--- config.mk ---
export PLATFORM = sky130hd
export DESIGN_NAME = mem_arbiter
export DESIGN_NICKNAME = d
export VERILOG_FILES = /design/src/rtl/tinyalu_pkg.sv /design/src/rtl/mem_arbiter_rr_pick.sv /design/src/rtl/mem_arbiter.sv
export SDC_FILE = /design/constraint.sdc
export NUM_CORES = 1
export LEC_CHECK = 0
export CELL_PAD_IN_SITES_DETAIL_PLACEMENT = 1
export CELL_PAD_IN_SITES_GLOBAL_PLACEMENT = 1
export CORE_ASPECT_RATIO = 1.2
export CORE_MARGIN = 1.5
export CORE_UTILIZATION = 32
export CTS_CLUSTER_SIZE = 24
export DETAILED_ROUTE_END_ITERATION = 16
export PLACE_DENSITY_LB_ADDON = 0.1
export SYNTH_ARGS = -nofsm -noshare
export SYNTH_HDL_FRONTEND = slang
export SYNTH_SLANG_ARGS = --single-unit
--- constraint.sdc ---
create_clock -name clk -period 5.6 [get_ports clk]
set_input_delay 0.84 -clock clk [delete_from_list [all_inputs] [get_ports clk]]
set_output_delay 0.84 -clock clk [all_outputs]
set_load 0.02 [all_outputs]
--- src/rtl/tinyalu_pkg.sv ---
// Shared types and constants for the memory arbiter.
package tinyalu_pkg;

  // Arbiter FSM: wait for a requester, run one memory access, report completion.
  typedef enum logic [1:0] {
    IDLE = 2'd0,
    BUSY = 2'd1,
    RESP = 2'd2
  } arb_state_t;

  localparam int ARB_NPORT           = 4;
  localparam int ARB_TIMEOUT_DEFAULT = 255;

  // One-hot encoding of a 2-bit port index.
  function automatic logic [ARB_NPORT-1:0] port_onehot(input logic [1:0] idx);
    port_onehot = 4'b0001 << idx;
  endfunction

endpackage

--- src/rtl/mem_arbiter_rr_pick.sv ---
// Combinational round-robin picker: first active port after the last winner.
module rr_pick
  import tinyalu_pkg::*;
(
  input  logic [ARB_NPORT-1:0] active,
  input  logic [1:0]           last,
  output logic                 any,
  output logic [1:0]           idx
);

  logic [1:0] cand_s;
  logic       hit_s;

  // Walk one full rotation starting at last+1; the first active port found wins.
  always_comb begin
    any    = 1'b0;
    idx    = 2'd0;
    cand_s = 2'd0;
    hit_s  = 1'b0;
    for (int i = 1; i <= ARB_NPORT; i++) begin
      cand_s = last + 2'(i);
      hit_s  = ~any & active[cand_s];
      idx    = hit_s ? cand_s : idx;
      any    = any | active[cand_s];
    end
  end

endmodule

--- src/rtl/mem_arbiter.sv ---
// Four-port round-robin arbiter in front of the shared memory subsystem.
// One transaction at a time: latch the winner, drive the downstream request
// until ack or timeout, then pulse done/err back to the granted port.
module mem_arbiter
  import tinyalu_pkg::*;
#(
  parameter int NPORT   = ARB_NPORT,
  parameter int ADDR_W  = 14,
  parameter int DATA_W  = 16,
  parameter int TIMEOUT = ARB_TIMEOUT_DEFAULT
) (
  input  logic                    clk,
  input  logic                    reset_n,
  input  logic [NPORT-1:0]        rd_req,
  input  logic [NPORT-1:0]        wr_req,
  input  logic [NPORT*ADDR_W-1:0] addr_in,
  input  logic [NPORT*DATA_W-1:0] wdata_in,
  output logic [NPORT-1:0]        grant,
  output logic [NPORT-1:0]        done,
  output logic                    err,
  output logic [DATA_W-1:0]       rdata,
  output logic                    busy,
  output logic                    mem_read_req,
  output logic                    mem_write_req,
  output logic [ADDR_W-1:0]       mem_addr,
  output logic [DATA_W-1:0]       mem_write_data,
  input  logic [DATA_W-1:0]       mem_read_data,
  input  logic                    mem_ack
);

  localparam logic [7:0] TIMEOUT_C = 8'(TIMEOUT);

  arb_state_t         state_r;
  logic [1:0]         last_r;
  logic [1:0]         idx_r;
  logic               bad_op_r;
  logic [7:0]         cnt_r;

  logic [NPORT-1:0]   active_s;
  logic               any_s;
  logic [1:0]         pick_s;
  logic               pick_rd_s;
  logic               pick_wr_s;
  logic [ADDR_W-1:0]  pick_addr_s;
  logic [DATA_W-1:0]  pick_wdata_s;

  assign active_s = rd_req | wr_req;

  rr_pick u_rr_pick (
    .active (active_s),
    .last   (last_r),
    .any    (any_s),
    .idx    (pick_s)
  );

  // Route the candidate winner's request fields out of the packed port buses.
  always_comb begin
    pick_rd_s    = rd_req[pick_s];
    pick_wr_s    = wr_req[pick_s];
    pick_addr_s  = addr_in[int'(pick_s)*ADDR_W +: ADDR_W];
    pick_wdata_s = wdata_in[int'(pick_s)*DATA_W +: DATA_W];
  end

  // Transaction FSM with registered grant, downstream handshake and completion outputs.
  always_ff @(posedge clk or negedge reset_n) begin
    if (!reset_n) begin
      state_r        <= IDLE;
      last_r         <= 2'd3;
      idx_r          <= 2'd0;
      bad_op_r       <= 1'b0;
      cnt_r          <= 8'd0;
      grant          <= {NPORT{1'b0}};
      done           <= {NPORT{1'b0}};
      err            <= 1'b0;
      rdata          <= {DATA_W{1'b0}};
      busy           <= 1'b0;
      mem_read_req   <= 1'b0;
      mem_write_req  <= 1'b0;
      mem_addr       <= {ADDR_W{1'b0}};
      mem_write_data <= {DATA_W{1'b0}};
    end else begin
      case (state_r)
        IDLE: begin
          if (any_s) begin
            // A write request dominates; rd+wr together is flagged as a bad op.
            idx_r          <= pick_s;
            grant          <= port_onehot(pick_s);
            mem_addr       <= pick_addr_s;
            mem_write_data <= pick_wdata_s;
            mem_write_req  <= pick_wr_s;
            mem_read_req   <= ~pick_wr_s;
            bad_op_r       <= pick_wr_s & pick_rd_s;
            cnt_r          <= 8'd0;
            busy           <= 1'b1;
            state_r        <= BUSY;
          end
        end
        BUSY: begin
          // Ack is checked first so an ack on the final timeout cycle still succeeds.
          if (mem_ack) begin
            if (mem_read_req) begin
              rdata <= mem_read_data;
            end
            done          <= grant;
            err           <= bad_op_r;
            mem_read_req  <= 1'b0;
            mem_write_req <= 1'b0;
            state_r       <= RESP;
          end else if (cnt_r == TIMEOUT_C) begin
            done          <= grant;
            err           <= 1'b1;
            mem_read_req  <= 1'b0;
            mem_write_req <= 1'b0;
            state_r       <= RESP;
          end else begin
            cnt_r <= cnt_r + 8'd1;
          end
        end
        RESP: begin
          last_r   <= idx_r;
          done     <= {NPORT{1'b0}};
          err      <= 1'b0;
          grant    <= {NPORT{1'b0}};
          bad_op_r <= 1'b0;
          cnt_r    <= 8'd0;
          busy     <= 1'b0;
          state_r  <= IDLE;
        end
        default: begin
          done          <= {NPORT{1'b0}};
          err           <= 1'b0;
          grant         <= {NPORT{1'b0}};
          busy          <= 1'b0;
          mem_read_req  <= 1'b0;
          mem_write_req <= 1'b0;
          state_r       <= IDLE;
        end
      endcase
    end
  end

endmodule

# Yosys cells after proc, flatten, opt, wreduce, memory -nomap -nowiden
# Cells that the tools add are included.
# W data, S select, Z words.
dict set report totals {
  elab_cells 102
  input_bits 147
  reg_bits 73
  output_inout_bits 58
}
dict set report op_classes {
  n_reduce_logical 11
  n_lt_le_gt_ge 5
  mux 42
  n_mul 1
  add_sub_neg 4
  bitwise_logic 15
  shift 3
  eq_ne 7
}
# operator count
set op_table {}
lappend op_table {{$shiftx A64 B7 Y16} 1}
lappend op_table {{$shiftx A56 B7 Y14} 1}
lappend op_table {{$mux W8} 3}
lappend op_table {{$pmux W8 S3} 1}
lappend op_table {{$pmux W4 S2} 2}
lappend op_table {{$lt A2 B3 Y1 const B} 5}
lappend op_table {{$mux W1} 14}
lappend op_table {{$mux W2} 7}
lappend op_table {{$bmux W1 S2} 6}
lappend op_table {{$mux W4} 3}
lappend op_table {{$reduce_and A2 Y1} 5}
lappend op_table {{$add A8 B1 Y8 const B} 1}
lappend op_table {{$eq A8 B8 Y1 const B} 1}
lappend op_table {{$not A1 Y1} 7}
lappend op_table {{$ne A2 B2 Y1 const B} 3}
lappend op_table {{$pmux W1 S2} 3}
lappend op_table {{$pmux W1 S3} 2}
lappend op_table {{$reduce_and A3 Y1} 2}
lappend op_table {{$mul A2 B3 Y5 const B} 1}
lappend op_table {{$add A2 B2 Y2 const B} 2}
lappend op_table {{$and A1 B1 Y1} 4}
lappend op_table {{$or A4 B4 Y4} 1}
lappend op_table {{$pmux W2 S2} 1}
lappend op_table {{$reduce_and A4 Y1} 1}
lappend op_table {{9 further kinds} 11}

# Logic depth before layout (Yosys ltp)
dict set report depth {
  word_depth 13
  ltp_mapped 9
}

# By module
# A second synthesis with hierarchy kept.
dict set report hier_totals {
  hier_cells 290
  hier_area_um2 3982.6
}
# module cells_each instances seq_area_each_um2 area_each_um2
set by_module_without_submodules {}
lappend by_module_without_submodules {mem_arbiter 276 1 1829.3 3891.2}
lappend by_module_without_submodules {rr_pick 14 1 0.0 91.3}

# Worst setup path before layout
# OpenSTA, ideal clock, no wires.
dict set report synth_timing {
  path_kind {input to register}
  from {input port rd_req[3]}
  to {register bad_op_r}
  required_time_ps 5466
  arrival_time_ps 2227
  setup_time_ps 134
  path_stages 6
  path_buffers 0
  path_slack_ps 3240
  path_cell_list {or4_1 -> o31a_1 -> o21ai_1 -> or3b_1 -> a31oi_4 -> o22ai_1}
}
dict set report synth_via {
  elab_chain_cells 13
  elab_cells_between_ends 31
}
# element line_no
set synth_rtl {}
lappend synth_rtl {{from (decl)} mem_arbiter.sv:14} ;# input logic [NPORT-1:0] rd_req,
lappend synth_rtl {{$or A4 B4 Y4} mem_arbiter.sv:47} ;# assign active_s = rd_req | wr_req;
lappend synth_rtl {{$bmux W1 S2} {mem_arbiter_rr_pick.sv:22, mem_arbiter_rr_pick.sv:24}}
lappend synth_rtl {{$mux W1 (implied by the code)} {mem_arbiter_rr_pick.sv:22, mem_arbiter_rr_pick.sv:24}}
lappend synth_rtl {{$not A1 Y1 or $or A1 B1 Y1 (tied branches)} {mem_arbiter_rr_pick.sv:22, mem_arbiter_rr_pick.sv:24}}
lappend synth_rtl {{$and A1 B1 Y1 (tied with other cells)} mem_arbiter_rr_pick.sv:22} ;# hit_s = ~any & active[cand_s];
lappend synth_rtl {{$mux W2 (tied with other cells)} mem_arbiter_rr_pick.sv:23} ;# idx = hit_s ? cand_s : idx;
lappend synth_rtl {{$mux W2 or $and A1 B1 Y1 (tied branches)} {mem_arbiter_rr_pick.sv:23, mem_arbiter_rr_pick.sv:22}}
lappend synth_rtl {{$mux W2} mem_arbiter_rr_pick.sv:23}
lappend synth_rtl {{$bmux W1 S2 (on tied branches)} {mem_arbiter.sv:59, mem_arbiter.sv:58}}
lappend synth_rtl {{$mux W1 (on tied branches)} {mem_arbiter.sv:59, mem_arbiter.sv:58}}
lappend synth_rtl {{$and A1 B1 Y1} mem_arbiter.sv:92} ;# bad_op_r <= pick_wr_s & pick_rd_s;
lappend synth_rtl {{$mux W1} mem_arbiter.sv:84} ;# if (any_s) begin
lappend synth_rtl {{$pmux W1 S2} mem_arbiter.sv:82} ;# case (state_r)
lappend synth_rtl {{to (signal assigned)} mem_arbiter.sv:92}
lappend synth_rtl {{to (decl)} mem_arbiter.sv:36} ;# logic bad_op_r;
# Parallel ways exist; a longest one is shown, timed or not. The select of a mux whose other input is x is not followed.
# A chain may end at the register's enable or synchronous reset.

# Worst setup path after layout
dict set report layout_timing {
  from {input port rd_req[3]}
  to {register mem_write_data[7]}
}
dict set report layout_via {
  elab_chain_cells 9
  elab_cells_between_ends 24
}
# element line_no
set layout_rtl {}
lappend layout_rtl {{$or A4 B4 Y4 (*)} mem_arbiter.sv:47}
lappend layout_rtl {{$bmux W1 S2} {mem_arbiter_rr_pick.sv:22, mem_arbiter_rr_pick.sv:24}}
lappend layout_rtl {{$mux W1 (implied by the code)} {mem_arbiter_rr_pick.sv:22, mem_arbiter_rr_pick.sv:24}}
lappend layout_rtl {{$not A1 Y1 or $or A1 B1 Y1 (tied branches)} {mem_arbiter_rr_pick.sv:22, mem_arbiter_rr_pick.sv:24}}
lappend layout_rtl {{$and A1 B1 Y1 (tied with other cells)} mem_arbiter_rr_pick.sv:22}
lappend layout_rtl {{$mux W2 (tied with other cells)} mem_arbiter_rr_pick.sv:23}
lappend layout_rtl {{$mux W2 or $and A1 B1 Y1 (tied branches)} {mem_arbiter_rr_pick.sv:23, mem_arbiter_rr_pick.sv:22}}
lappend layout_rtl {{$mux W2} mem_arbiter_rr_pick.sv:23}
lappend layout_rtl {{$shiftx A64 B7 Y16} mem_arbiter.sv:61} ;# pick_wdata_s = wdata_in[int'(pick_s)*DATA_W +: DATA_W];
lappend layout_rtl {{to (signal assigned)} mem_arbiter.sv:80} ;# mem_write_data <= {DATA_W{1'b0}};
lappend layout_rtl {{to (signal assigned)} mem_arbiter.sv:89} ;# mem_write_data <= pick_wdata_s;
lappend layout_rtl {{to (decl)} mem_arbiter.sv:26} ;# output logic [DATA_W-1:0] mem_write_data,
# Every way passes the cells marked *; elsewhere a longest branch is shown, timed or not. The select of a mux whose other input is x is not followed.

==> metrics list <==
- Post-cts sizing count: 0
* Share of flip-flops with an asynchronous set or reset after synthesis: 1.00
- Detailed-route via count: 3,646
- GRT Residual Overflow: 0
* Hold Path Depth: 1
- CTS H-tree depth: 3
- Number of sinks driven by the clock tree: 73
* Placed instance area: 6050 µm²
- The number of slew-limit violations in the final report is 0.
- Across the run, the number of max-cap violations was 0.
* Largest cells by area after synthesis: sky130_fd_sc_hd__dfrtp_1, sky130_fd_sc_hd__mux2i_1, sky130_fd_sc_hd__mux2_2, sky130_fd_sc_hd__a32oi_1, sky130_fd_sc_hd__o21a_1
- Share of synthesized area occupied by flip-flops and latches: 0.465
- In the final layout, the share of cells above drive strength 1 is 0.0931.
- The count of nets left with antenna violations once routing finished came out at 0.
* Maximum clock rate: 290 MHz
- CTS tree: done
* Min setup slack post-route: 2.15 ns
* Post-CTS setup buffers: 0
* Number of setup violations in the final report: 0
* Worst max-slew margin expressed relative to the limit: 0.168
- Registers take 1830 µm².
- Clock-pin slew on the worst setup and hold paths: 0.06 ns
- The startpoint identified for the worst hold timing path is mem_addr[5].
- Post-route worst hold slack: 0.489 ns
- From synthesis to final layout, the design area changed by 61.2%.
* Total wire length after detailed routing: 12.3 mm
* Top-area cell type share of the netlist area: 0.452
* Unrepaired setup endpoints after global routing: no
- Hold Path End: mem_addr[5]
- At the pin with the least slew margin, the transition time is 1.24 ns.
- Yosys printed 0 warnings.
* Overall die area: 13,000 µm²
- Initial antenna violation count: 0
- The netlist uses 55 different library cells.
- In the final routed layout, each cell accounts on average for 17.4 µm.
- The first detailed-routing pass took 4 iterations.
* N_diodes: 0
- Final std cell area, no fill: 6340 µm²
- The number of nets in the synthesized netlist is 503.
* Multi-input gate area in the final layout: 1950 µm²
* Worst reg-to-reg path cell count: 4
- Via count of the first global-routing pass: 3,933
- Clock tree synthesis inserted a total of 9 buffers.
- The min-delay analysis places its worst path in the category reg2reg.
* CTS Root Buffer Type: sky130_fd_sc_hd__clkbuf_16
* CP max FO: 49
- Horizontal die dimension: 104 µm
- Data on the critical path arrives at its endpoint at 3.68 ns.
- In the post-synthesis netlist, the cell with the most instances is sky130_fd_sc_hd__dfrtp_1.
- Averaged over all synthesized cells, the footprint is 11.1 µm².
* First-pass GRT wire length: 19.9 mm
* Synth top cells by count: sky130_fd_sc_hd__dfrtp_1, sky130_fd_sc_hd__mux2i_1, sky130_fd_sc_hd__nand2_1
* Most used flip-flop cell after synthesis: sky130_fd_sc_hd__dfrtp_1
- Number of register bits inferred by synthesis: 73
* Maximum clock path buffer count: 2
- In this run, the number of DRC markers left after iteration 0 of detailed routing was 160.
- Dividing the final minimum period by the clock period gives 0.616.
- Worst setup SP type: primary input
- For the final database, setup skew stands at 0.00729 ns.
- Summed over all failing endpoints, the final setup total negative slack is 0 ns.
* Launch point of the worst reg-to-reg path: last_r[0]
- STA classifies the critical path endpoint as a register.
- Largest net degree at the start of global routing: 74
- Final critical-path required period: 3.45 ns
- Pre-CTS WS: 1.83 ns
- The worst register-to-register path ends at mem_write_data[7].
- IR analysis of the VDD net gives a maximum drop of 0.000191 V.
- For this configuration, the core starts out at a cell density of 0.326.
- The floorplan step defined a core boundary enclosing 12,100 µm².
- DRC Markers: 0
- In the global route stage, overall resource usage came out at 0.193.
* Gate Count Post-Synth: 355
- The die is 124 µm tall.
- The floorplan has 44 rows.
* Power density of the placed cells: 527 nW/µm²
* Cell accounting for the most synthesized area: sky130_fd_sc_hd__dfrtp_1
- Summed over all cells, the static leakage comes to 2.58 nW.
* Number of buffers inserted for hold repair after clock tree synthesis: 0
- Input/output buffers: 204
- Final nets: 691
- Required time worst endpoint: 5.83 ns
* Final hold violation count: 0
* Count of filler cells inserted in the layout: 1,312
- Across all register-to-register paths, the minimum setup slack is 2.87 ns.
- Result of the run: completed
- The HPWL after detailed placement is 9.40 mm.
- At the later pin of the worst-skew pair, clock insertion delay measures 0.33 ns.
- The synthesized design contains 0 enable-type register cells.
- The setup path with the least slack is of type in2reg.
* Routed vias/inst: 5.14
* Top-level I/O count: 205
* Weighted congestion reported at the end of routability-driven placement: 0.772
- Syn Std Cell Area: 3930 µm²
==> worst max path at each step <==
stage                         start                end  slack [ns]  cells past startpoint
after floorplan           rd_req[3]           bad_op_r        3.24                      6
after global placement    wr_req[3]        mem_addr[1]        1.89                      6
after detailed placement  wr_req[3]  mem_write_data[7]        1.83                      6
after CTS                 wr_req[3]  mem_write_data[7]        2.15                      6
after global routing      wr_req[3]  mem_write_data[7]        1.91                      6
final                     rd_req[3]  mem_write_data[7]        2.15                      6
==> metrics by stage <==
step	power, mW	util	cells
finish	3.34	0.526	709
global route	3.55	0.526	709
CTS	3.39	0.526	709
detailed placement	2.82	0.502	693
global placement	2.77	0.502	693
floorplan	2.09	-	355
==> routing by layer <==
metal,up-vias,global-route usage,routed length [µm],share of wire
met5,-,0,0,0
met2,128,0.347,6410,0.52
met4,0,0.0784,299,0.024
li1,1735,-,-,-
met1,1763,0.213,4860,0.39
met3,20,0.0539,747,0.061
==> critical path, cell delays in order <==
cell,delay (ns)
sky130_fd_sc_hd__clkdlybuf4s50_1,0.47
sky130_fd_sc_hd__nor2_1,0.37
sky130_fd_sc_hd__o21ai_1,0.23
sky130_fd_sc_hd__o21ai_4,0.99
sky130_fd_sc_hd__nand2_1,0.47
sky130_fd_sc_hd__o221ai_1,0.30
==> cells by family after synthesis <==
| kind of cell | Yosys count | share of synthesized area |
|---|---|---|
| AO/OA/AOI/OAI | 111 | 0.227 |
| XOR/XNOR | 6 | 0.0134 |
| adder cells (fa/ha/maj) | 2 | 0.00573 |
| buffers and inverters | 32 | 0.0433 |
| flip-flops | 73 | 0.465 |
| multiplexers | 61 | 0.161 |
| AND/OR/NAND/NOR | 70 | 0.0840 |
==> flip-flops by register name (all words and copies together), names as in the netlist <==
name	count
bad_op_r	1
busy	1
cnt_r	8
done	4
err	1
grant	4
idx_r	2
last_r	2
mem_addr	14
mem_read_req	1
mem_write_data	16
mem_write_req	1
rdata	16
state_r	2
==> final cells by class <==
| type | count | share of cell area |
|---|---|---|
| clock buffer | 9 | 0.0355 |
| timing repair buffer | 205 | 0.325 |
| multi-input combinational | 250 | 0.307 |
| sequential | 73 | 0.289 |
| inverter | 4 | 0.00237 |
| clock inverter | 7 | 0.00967 |
| tap | 161 | 0.0318 |
==> cells in the final DEF (no fill, tap or decap), types with 3 or more instances in the layout <==
cell                                n
sky130_fd_sc_hd__and3_1             4
sky130_fd_sc_hd__nand4_1            3
sky130_fd_sc_hd__dfrtp_1           71
sky130_fd_sc_hd__nand2_1           23
sky130_fd_sc_hd__clkbuf_16          9
sky130_fd_sc_hd__a21oi_1            7
sky130_fd_sc_hd__a21o_1             3
sky130_fd_sc_hd__o21a_1            22
sky130_fd_sc_hd__o21ai_1            4
sky130_fd_sc_hd__inv_1              4
sky130_fd_sc_hd__xor2_1             6
sky130_fd_sc_hd__mux2i_1           43
sky130_fd_sc_hd__mux2_2            17
sky130_fd_sc_hd__nor2_1            21
sky130_fd_sc_hd__nand3_1            4
sky130_fd_sc_hd__inv_6              4
sky130_fd_sc_hd__o211ai_1          21
sky130_fd_sc_hd__o221ai_1          10
sky130_fd_sc_hd__clkdlybuf4s50_1  203
sky130_fd_sc_hd__a32oi_1           21
sky130_fd_sc_hd__o21ai_0            3
==> power by group <==
group	total, mW	internal, mW	switching, mW
combinational	1.85	0.885	0.969
clock	0.556	0.309	0.246
sequential	0.928	0.773	0.155
(Power assumes the default switching activity.)
